<file path="config.mk">
export PLATFORM = sky130hd
export DESIGN_NAME = program_loader
export DESIGN_NICKNAME = d
export VERILOG_FILES = /design/src/rtl/program_loader.sv
export SDC_FILE = /design/constraint.sdc
export NUM_CORES = 1
export LEC_CHECK = 0
export CAP_MARGIN = 30
export CORE_MARGIN = 2
export CORE_UTILIZATION = 58
export DETAILED_ROUTE_END_ITERATION = 8
export PLACE_DENSITY = 0.85
export SLEW_MARGIN = 20
export SYNTH_ARGS = -nofsm -noshare
export SYNTH_HDL_FRONTEND = slang
export SYNTH_SLANG_ARGS = --single-unit
</file>
<file path="constraint.sdc">
create_clock -name clk -period 5.65 [get_ports clk]
set_clock_uncertainty 0.2 [all_clocks]
set_input_delay 1.13 -clock clk [delete_from_list [all_inputs] [get_ports clk]]
set_output_delay 1.13 -clock clk [all_outputs]
set_load 0.005 [all_outputs]
</file>
<file path="src/rtl/program_loader.sv">
// Framed-stream bootloader for the accumulator processor: writes payload words into
// bank A/B/C/D through the processor's load pins, then releases it to run.
module program_loader #(
  parameter int unsigned ADDR_WIDTH  = 6,
  parameter int unsigned DATA_WIDTH  = 11,
  parameter int unsigned HOLD_CYCLES = 3
) (
  input  logic                  clk,
  input  logic                  reset,
  input  logic                  in_valid,
  output logic                  in_ready,
  input  logic [DATA_WIDTH-1:0] in_data,
  output logic                  wr,
  output logic [ADDR_WIDTH-1:0] address,
  output logic [3:0]            port_sel,
  output logic [DATA_WIDTH-1:0] port_data,
  output logic                  load_done,
  output logic                  load_err
);

  localparam int unsigned HOLD_W = (HOLD_CYCLES > 1) ? $clog2(HOLD_CYCLES) : 1;

  typedef enum logic [2:0] {
    S_IDLE,
    S_ADDR,
    S_DATA,
    S_WRITE,
    S_CSUM,
    S_RUN
  } state_t;

  state_t                state;
  logic [ADDR_WIDTH-1:0] last_idx;
  logic [ADDR_WIDTH-1:0] count;
  logic [HOLD_W-1:0]     hold;
  logic [DATA_WIDTH-1:0] csum;
  logic                  accept;
  logic                  hdr_bad;
  logic [1:0]            hdr_bank;

  // Only the write-hold phase (and reset) stalls the stream.
  assign in_ready = !reset && (state != S_WRITE);
  assign accept   = in_valid && in_ready;
  assign hdr_bank = in_data[DATA_WIDTH-1 -: 2];
  assign hdr_bad  = |in_data[DATA_WIDTH-3:ADDR_WIDTH];

  always_ff @(posedge clk or posedge reset) begin
    if (reset) begin
      state     <= S_IDLE;
      wr        <= 1'b1;
      address   <= '0;
      port_sel  <= '0;
      port_data <= '0;
      load_done <= 1'b0;
      load_err  <= 1'b0;
      last_idx  <= '0;
      count     <= '0;
      hold      <= '0;
      csum      <= '0;
    end else begin
      case (state)
        // A running processor cannot tell data from headers, so RUN parses headers too.
        S_IDLE, S_RUN: begin
          if (accept) begin
            if (hdr_bad) begin
              load_err <= 1'b1;
            end else begin
              port_sel  <= {1'b0, hdr_bank, 1'b0};
              wr        <= 1'b1;
              load_done <= 1'b0;
              load_err  <= 1'b0;
              last_idx  <= in_data[ADDR_WIDTH-1:0];
              state     <= S_ADDR;
            end
          end
        end
        S_ADDR: begin
          if (accept) begin
            address <= in_data[ADDR_WIDTH-1:0];
            count   <= '0;
            csum    <= '0;
            state   <= S_DATA;
          end
        end
        S_DATA: begin
          if (accept) begin
            port_data <= in_data;
            csum      <= csum ^ in_data;
            hold      <= '0;
            state     <= S_WRITE;
          end
        end
        // Pins stay stable long enough for the processor to register and write the word.
        S_WRITE: begin
          if (hold == HOLD_W'(HOLD_CYCLES - 1)) begin
            address <= address + ADDR_WIDTH'(1);
            count   <= count + ADDR_WIDTH'(1);
            state   <= (count == last_idx) ? S_CSUM : S_DATA;
          end else begin
            hold <= hold + HOLD_W'(1);
          end
        end
        S_CSUM: begin
          if (accept) begin
            if (in_data == csum) begin
              wr        <= 1'b0;
              load_done <= 1'b1;
              state     <= S_RUN;
            end else begin
              load_err <= 1'b1;
              state    <= S_IDLE;
            end
          end
        end
        default: state <= S_IDLE;
      endcase
    end
  end

endmodule

</file>
==> impl_metrics.yaml <==
drt:
  route.detailed.drc: 0
  wl_per_cell_um: 15.3
  viasPerCell: 5.83
  drtIter0Drc: 129
  vias: 2074
  postRouteAntennaNets: 0
  routed_wl_um: 5450
  dr.pass1.iters: 4
sta:
  max_freq_ghz: 0.269
  period_minus_slack_ns: 3.71
  relSlewSlack_pct: 49.9
  rsz0062_at_grt: "no"
  hold_slack_ns: 0.261
  final_hold_viol_count: 0
  fin_tns_setup_ns: 0
  timing.final.ws_setup_ns: 1.94
  finalSetupViolCount: 0
  drv_slew: 0
  worst_pin_slew_ns: 0.745
  fin_crit_sh_pct: 65.7
power_and_ir_drop:
  total_power_mw: 1.38
  irDropWorstVdd_v: 0.000287
  powerDensity_nw_per_um2: 453
  p_leak_nw: 1.33
final_layout:
  final_util_pct: 71.0
  nets: 320
  diodes: 0
  final_cell_count_no_fill: 356
  final_area_sq_um: 3050
  layout-drive-gt1-share_pct: 8.22
  syn_to_final_growth_pct: 19.1
logic_synthesis:
  post-synth-top-area-cell: "dfrtp_1"
  yosys.cell_types.count: 47
  syn_inst: 273
  async_reset_ff_share_pct: 100
  yosysWarnings: 0
  synth_area_leaders: "dfrtp_1 48%, nand2_1 7.2%, o21ai_0 5.9%"
  synth_top_area_share_pct: 47.9
  ys_seq_area_share_pct: 48.9
  ys_dominant_reg_cell: "dfrtp_1"
  synth-edff-count: 0
  ys_ff_latch: 50
  avgSynthCellArea_sq_um: 9.38
  netlist_area_sq_um: 2560
setup_path:
  startpoint_type: "primary input"
  crit_path_max_fanout: 6
  cpMostUsedCell: "clkdlybuf4s50_1"
  cpLargestDelayFamily: "buffers and inverters"
  crit_chain: "clkdlybuf4s50_1 > nor2_1 > clkdlybuf4s50_1"
  crit_type: "in -> out"
  crit_arrival_ns: 2.38
  r2r_start: "state[2]"
  r2r_cells: 4
  critical_path_buf_inv_count: 2
  cp_data_required_time_ns: 4.32
  r2r-end: "csum[9]"
  cpPeakStageDelay_ns: 0.53
  rrSetupSlack_ns: 3.25
  crit_slowest_cell: "clkdlybuf4s50_1"
  cp-end-kind: "output pin"
clock_network:
  post-cts-setup-buffers: 0
  clk_path_buf_depth: 2
  cts.reportedPaths.clkPinSlew_ns: 0.09
  cts_sinks: 50
  insertion_delay_ns: 0.32
  tritoncts: "built"
  cts_made_buffers: 5
  h-tree-depth: 2
  cts_hold_buf: 0
  ctsResizeCount: 0
  cts_root_buffer: "clkbuf_8"
floorplanning:
  core_area_sq_um: 4290
  die-area_sq_um: 4960
  io_pins: 39
  die_w_um: 70.5
  start_util_pct: 59.6
  dieHeight_um: 70.5
  rows: 24
placed_design:
  dpl_cell_area_sq_um: 2940
  post-dp-hpwl_um: 3830
  portBuffers: 36
  post-place-ws_ns: 1.93
  routabilityCongestion: 0.774
  dp.cells: 348
grt:
  grt_max_degree: 28
  grt_pass1_wl_um: 9210
  grt_pass1_vias: 1962
  gr-total-overflow: 0
  grtUsageTotal_pct: 23.5
  antenna_found_initial: 0
hold_path:
  hold_path_end: "wr"
  hold_path.class: "reg -> reg"
  holdPathStages: 2
  hp-start: "wr"
outcome:
  status: "completed"
flow_run:
  drv_cap: 0
## state kept, by name, summed over array words and instances, names as in the netlist, 2 cells and up
name       flops
csum          11
port_data     11
address        6
count          6
last_idx       6
state          3
hold           2
port_sel       2
## cells in the mapped netlist, types with 2 or more instances
master / n
nand4_1: 3
nand2b_1: 5
ha_1: 3
xnor2_1: 9
o21ai_0: 30
nor3_1: 13
inv_1: 6
buf_2: 4
nand3_1: 7
mux2_2: 8
dfrtp_1: 49
nor2_1: 10
xor2_1: 11
and3_1: 3
buf_4: 3
clkbuf_1: 7
or3_1: 2
a21oi_1: 7
o31ai_1: 4
or2_2: 2
a31oi_1: 6
o211ai_1: 2
nor4_1: 2
a2bb2oi_1: 2
a211oi_1: 2
a21o_1: 3
or3b_1: 2
nand2_1: 49
## layer usage
metal / vias up / wire length, um / global-route usage, %
met5: - / 0 / 0
met4: 0 / 110 / 9.83
met3: 11 / 314 / 3.90
met2: 53 / 2600 / 37.0
met1: 1005 / 2420 / 32.3
li1: 1005 / - / -
## cell usage in the layout, fill, tap and decap left out, types with 6 or more instances in the layout
master           synthesis  final
nand2_1                 49     49
xor2_1                  11     11
nor3_1                  13     13
nand3_1                  7      7
o21ai_0                 30     30
a31oi_1                  6      6
clkdlybuf4s50_1          0     36
dfrtp_1                 49     49
xnor2_1                  9      9
nor2_1                  10     10
a21oi_1                  7      7
mux2_2                   8      8
## kinds of logic after synthesis
logic type,Yosys count,share of synthesized area (%)
AO/OA/AOI/OAI,61,14.3
XOR/XNOR,20,6.84
adder cells (fa/ha/maj),3,1.47
buffers and inverters,21,3.76
flip-flops,50,48.9
multiplexers,9,3.91
other,1,0.146
AND/OR/NAND/NOR,108,20.7
## final cells by class
type	instances	area, sq um
flip-flops and latches	50	1250
clock buffers	5	68.8
clock inverters	3	43.8
inverters	6	22.5
repair buffers	37	380
multi-input cells	203	1220
well taps	52	65.1
fillers	325	1240
## how the worst max path moves through the flow
stage | from | cells past startpoint | endpoint | slack (ns)
floorplan | reset | 5 | count[5] | 2.94
global placement | reset | 3 | in_ready | 1.95
detailed placement | reset | 3 | in_ready | 1.93
CTS | reset | 3 | in_ready | 1.94
global route | reset | 3 | in_ready | 1.92
finish | reset | 3 | in_ready | 1.94
## where the power goes
part	internal (mW)	leakage (nW)	total [mW]	switching (mW)
registers	0.491	0.639	0.614	0.123
clock network	0.133	0.0585	0.259	0.126
logic	0.285	0.634	0.509	0.224
## tightest hold or removal path, stage by stage, from the launching register on
cell and delay (ns):
dfstp_2 0.38, inv_1 0.04, a2bb2oi_1 0.05
Note: power is estimated with default switching activity, not from simulation.
==> variant, RTL diff (same flow settings) <==
Encoding of `state_t`: now one-hot (6 bits for 6 states).
--- a/src/rtl/program_loader.sv
+++ b/src/rtl/program_loader.sv
@@ -21,11 +21,11 @@
   localparam int unsigned HOLD_W = (HOLD_CYCLES > 1) ? $clog2(HOLD_CYCLES) : 1;
 
-  typedef enum logic [2:0] {
-    S_IDLE,
-    S_ADDR,
-    S_DATA,
-    S_WRITE,
-    S_CSUM,
-    S_RUN
+  typedef enum logic [5:0] {
+    S_IDLE  = 6'b000001,
+    S_ADDR  = 6'b000010,
+    S_DATA  = 6'b000100,
+    S_WRITE = 6'b001000,
+    S_CSUM  = 6'b010000,
+    S_RUN   = 6'b100000
   } state_t;
 
Check against the original RTL: no difference found for any inputs over 10 cycles, from zero or initial values and one cycle with reset high; not proved beyond that.
==> variant against the original RTL <==
Fmax shrank 3.0%; power up 7.3%; combinational power grew 5.9%; routed wire length rose by 9.2%; setup slack got worse by 0.12 ns; synthesized area increased by 4.8%; critical endpoint unchanged; sequential cell count increased by 3; final area rose by 4.5%.
==> variant: results (changes against the original RTL) <==
synth:
  synth_cell_type_count: 44  # was 47
  seq_area_frac_synth_pct: 49.5  # was 48.9%
  synth_compound_area_share_pct: 13.8  # was 14.3%
  synthAdderAreaFrac_pct: 1.40  # was 1.47%
  synth_area_leaders: "dfrtp_1, o21ai_0, nand2_1, xnor2_1, mux2_2"  # was dfrtp_1, nand2_1, o21ai_0, xor2_1, mux2_2
  synth-xor-area-share_pct: 7.51  # was 6.84%
  yosys-top-cells-count: "dfrtp_1, nand2_1, o21ai_0"  # unchanged
  synthMuxAreaShare_pct: 4.15  # was 3.91%
  avgSynthCellArea_um2: 9.38  # about the same
placement:
  placed_cells: 361  # was 348
  dpl-instance-area_um2: 3060  # was 2940 um^2
  gp_congestion: 0.879  # was 0.774
  place_hpwl_mm: 4.09  # was 3.83 mm
  pre_cts_slack_ns: 1.70  # was 1.93 ns
final_layout:
  fin_nets: 333  # was 320
  layout-drive-gt1-share_pct: 8.20  # was 8.22%
worst_setup_path:
  slowest_stage: "or4_4"  # was clkdlybuf4s50_1
  critPathMaxFanout: 10  # was 6
  startpoint: "state[1]"  # was reset
  arrival_ns: 2.50  # was 2.38 ns
  reg2reg_depth: 5  # was 4
  r2r-end: "count[4]"  # was csum[9]
power_and_ir_drop:
  sw_frac_of_total_pct: 33.1  # was 34.2%
  p_comb_share_pct: 36.4  # was 36.8%
  leakagePower_nw: 1.41  # was 1.33 nW
  irDropWorstVdd_v: 0.000318  # was 0.000287 V
  seq_power_uw: 675  # was 614 uW
global_routing:
  grt_pass1_vias: 2051  # was 1962
  antenna_found_initial: 0  # unchanged
  grt_max_degree: 33  # was 28
detailed_routing:
  drt_wl_total_mm: 5.95  # was 5.45 mm
  num_vias: 2186  # was 2074
  drt-initial-drc-count: 212  # was 129
  via_per_inst: 5.92  # was 5.83
timing:
  relSlewSlack_pct: 41.7  # was 49.9%
  final.period_utilization_pct: 67.8  # was 65.7%
worst_hold_path:
  holdCritStartpoint: "port_data[1]"  # was wr
cts:
  clkTransAtPathRegs_ns: 0.09  # about the same
outcome:
  status: "complete, no violations"  # unchanged
[variant: cell types whose count changed after synthesis, sizes merged, moves of 5 or more]
| cell | unedited run | this run |
|---|---|---|
| xnor2 | 9 | 15 |
| nor2b | 0 | 5 |
| o21ai | 30 | 39 |
| a31oi | 6 | 1 |
| nand2 | 49 | 41 |
| nor3 | 13 | 7 |
| nor2 | 10 | 25 |
[variant: metal layers]
layer | up-vias | GRT usage (%) | part of all wire (%)
li1 | 1048 | - | -
met1 | 1052 | 35.8 | 44
met2 | 79 | 39.6 | 49
met3 | 7 | 5.42 | 6.0
met4 | 0 | 5.87 | 0.96
met5 | - | 0 | 0
[variant: area by class of cell]
class                      instances  area, um^2  share of cell area (%)
sequential                        53        1330                    41.7
clock buffer                       7        86.3                    2.71
multi-input combinational        212        1260                    39.7
clock inverter                     1        30.0                   0.943
inverter                           6        22.5                   0.707
tap                               52        65.1                    2.04
timing repair buffer              38         388                    12.2
[variant: cell families (layout without fill, tap and decap cells)]
group	Yosys count	count (layout)
xor gates and xnor gates	23	23
adders and majority gates	3	3
DFF	53	53
and+or+nand+nor	111	111
other	1	2
AOI/OAI and AO/OA	63	63
muxes	10	10
buffers and inverters	22	52
[variant: worst min path at each step]
stage	slack (ns)	depth (start not counted)	end
2_1_floorplan	0.26	1	hold[0]
3_3_place_gp	0.26	2	port_data[1]
3_5_place_dp	0.26	2	port_data[1]
4_1_cts	0.29	2	port_data[1]
5_1_grt	0.31	2	port_data[1]
6_report	0.28	2	port_data[1]
[variant: through the flow]
step | total power [mW] | util (%)
after detailed placement | 1.21 | 69.4
after global routing | 1.59 | 72.2
final | 1.48 | 72.2
after floorplan | 0.968 | -
after CTS | 1.49 | 72.1
after global placement | 1.19 | 69.0
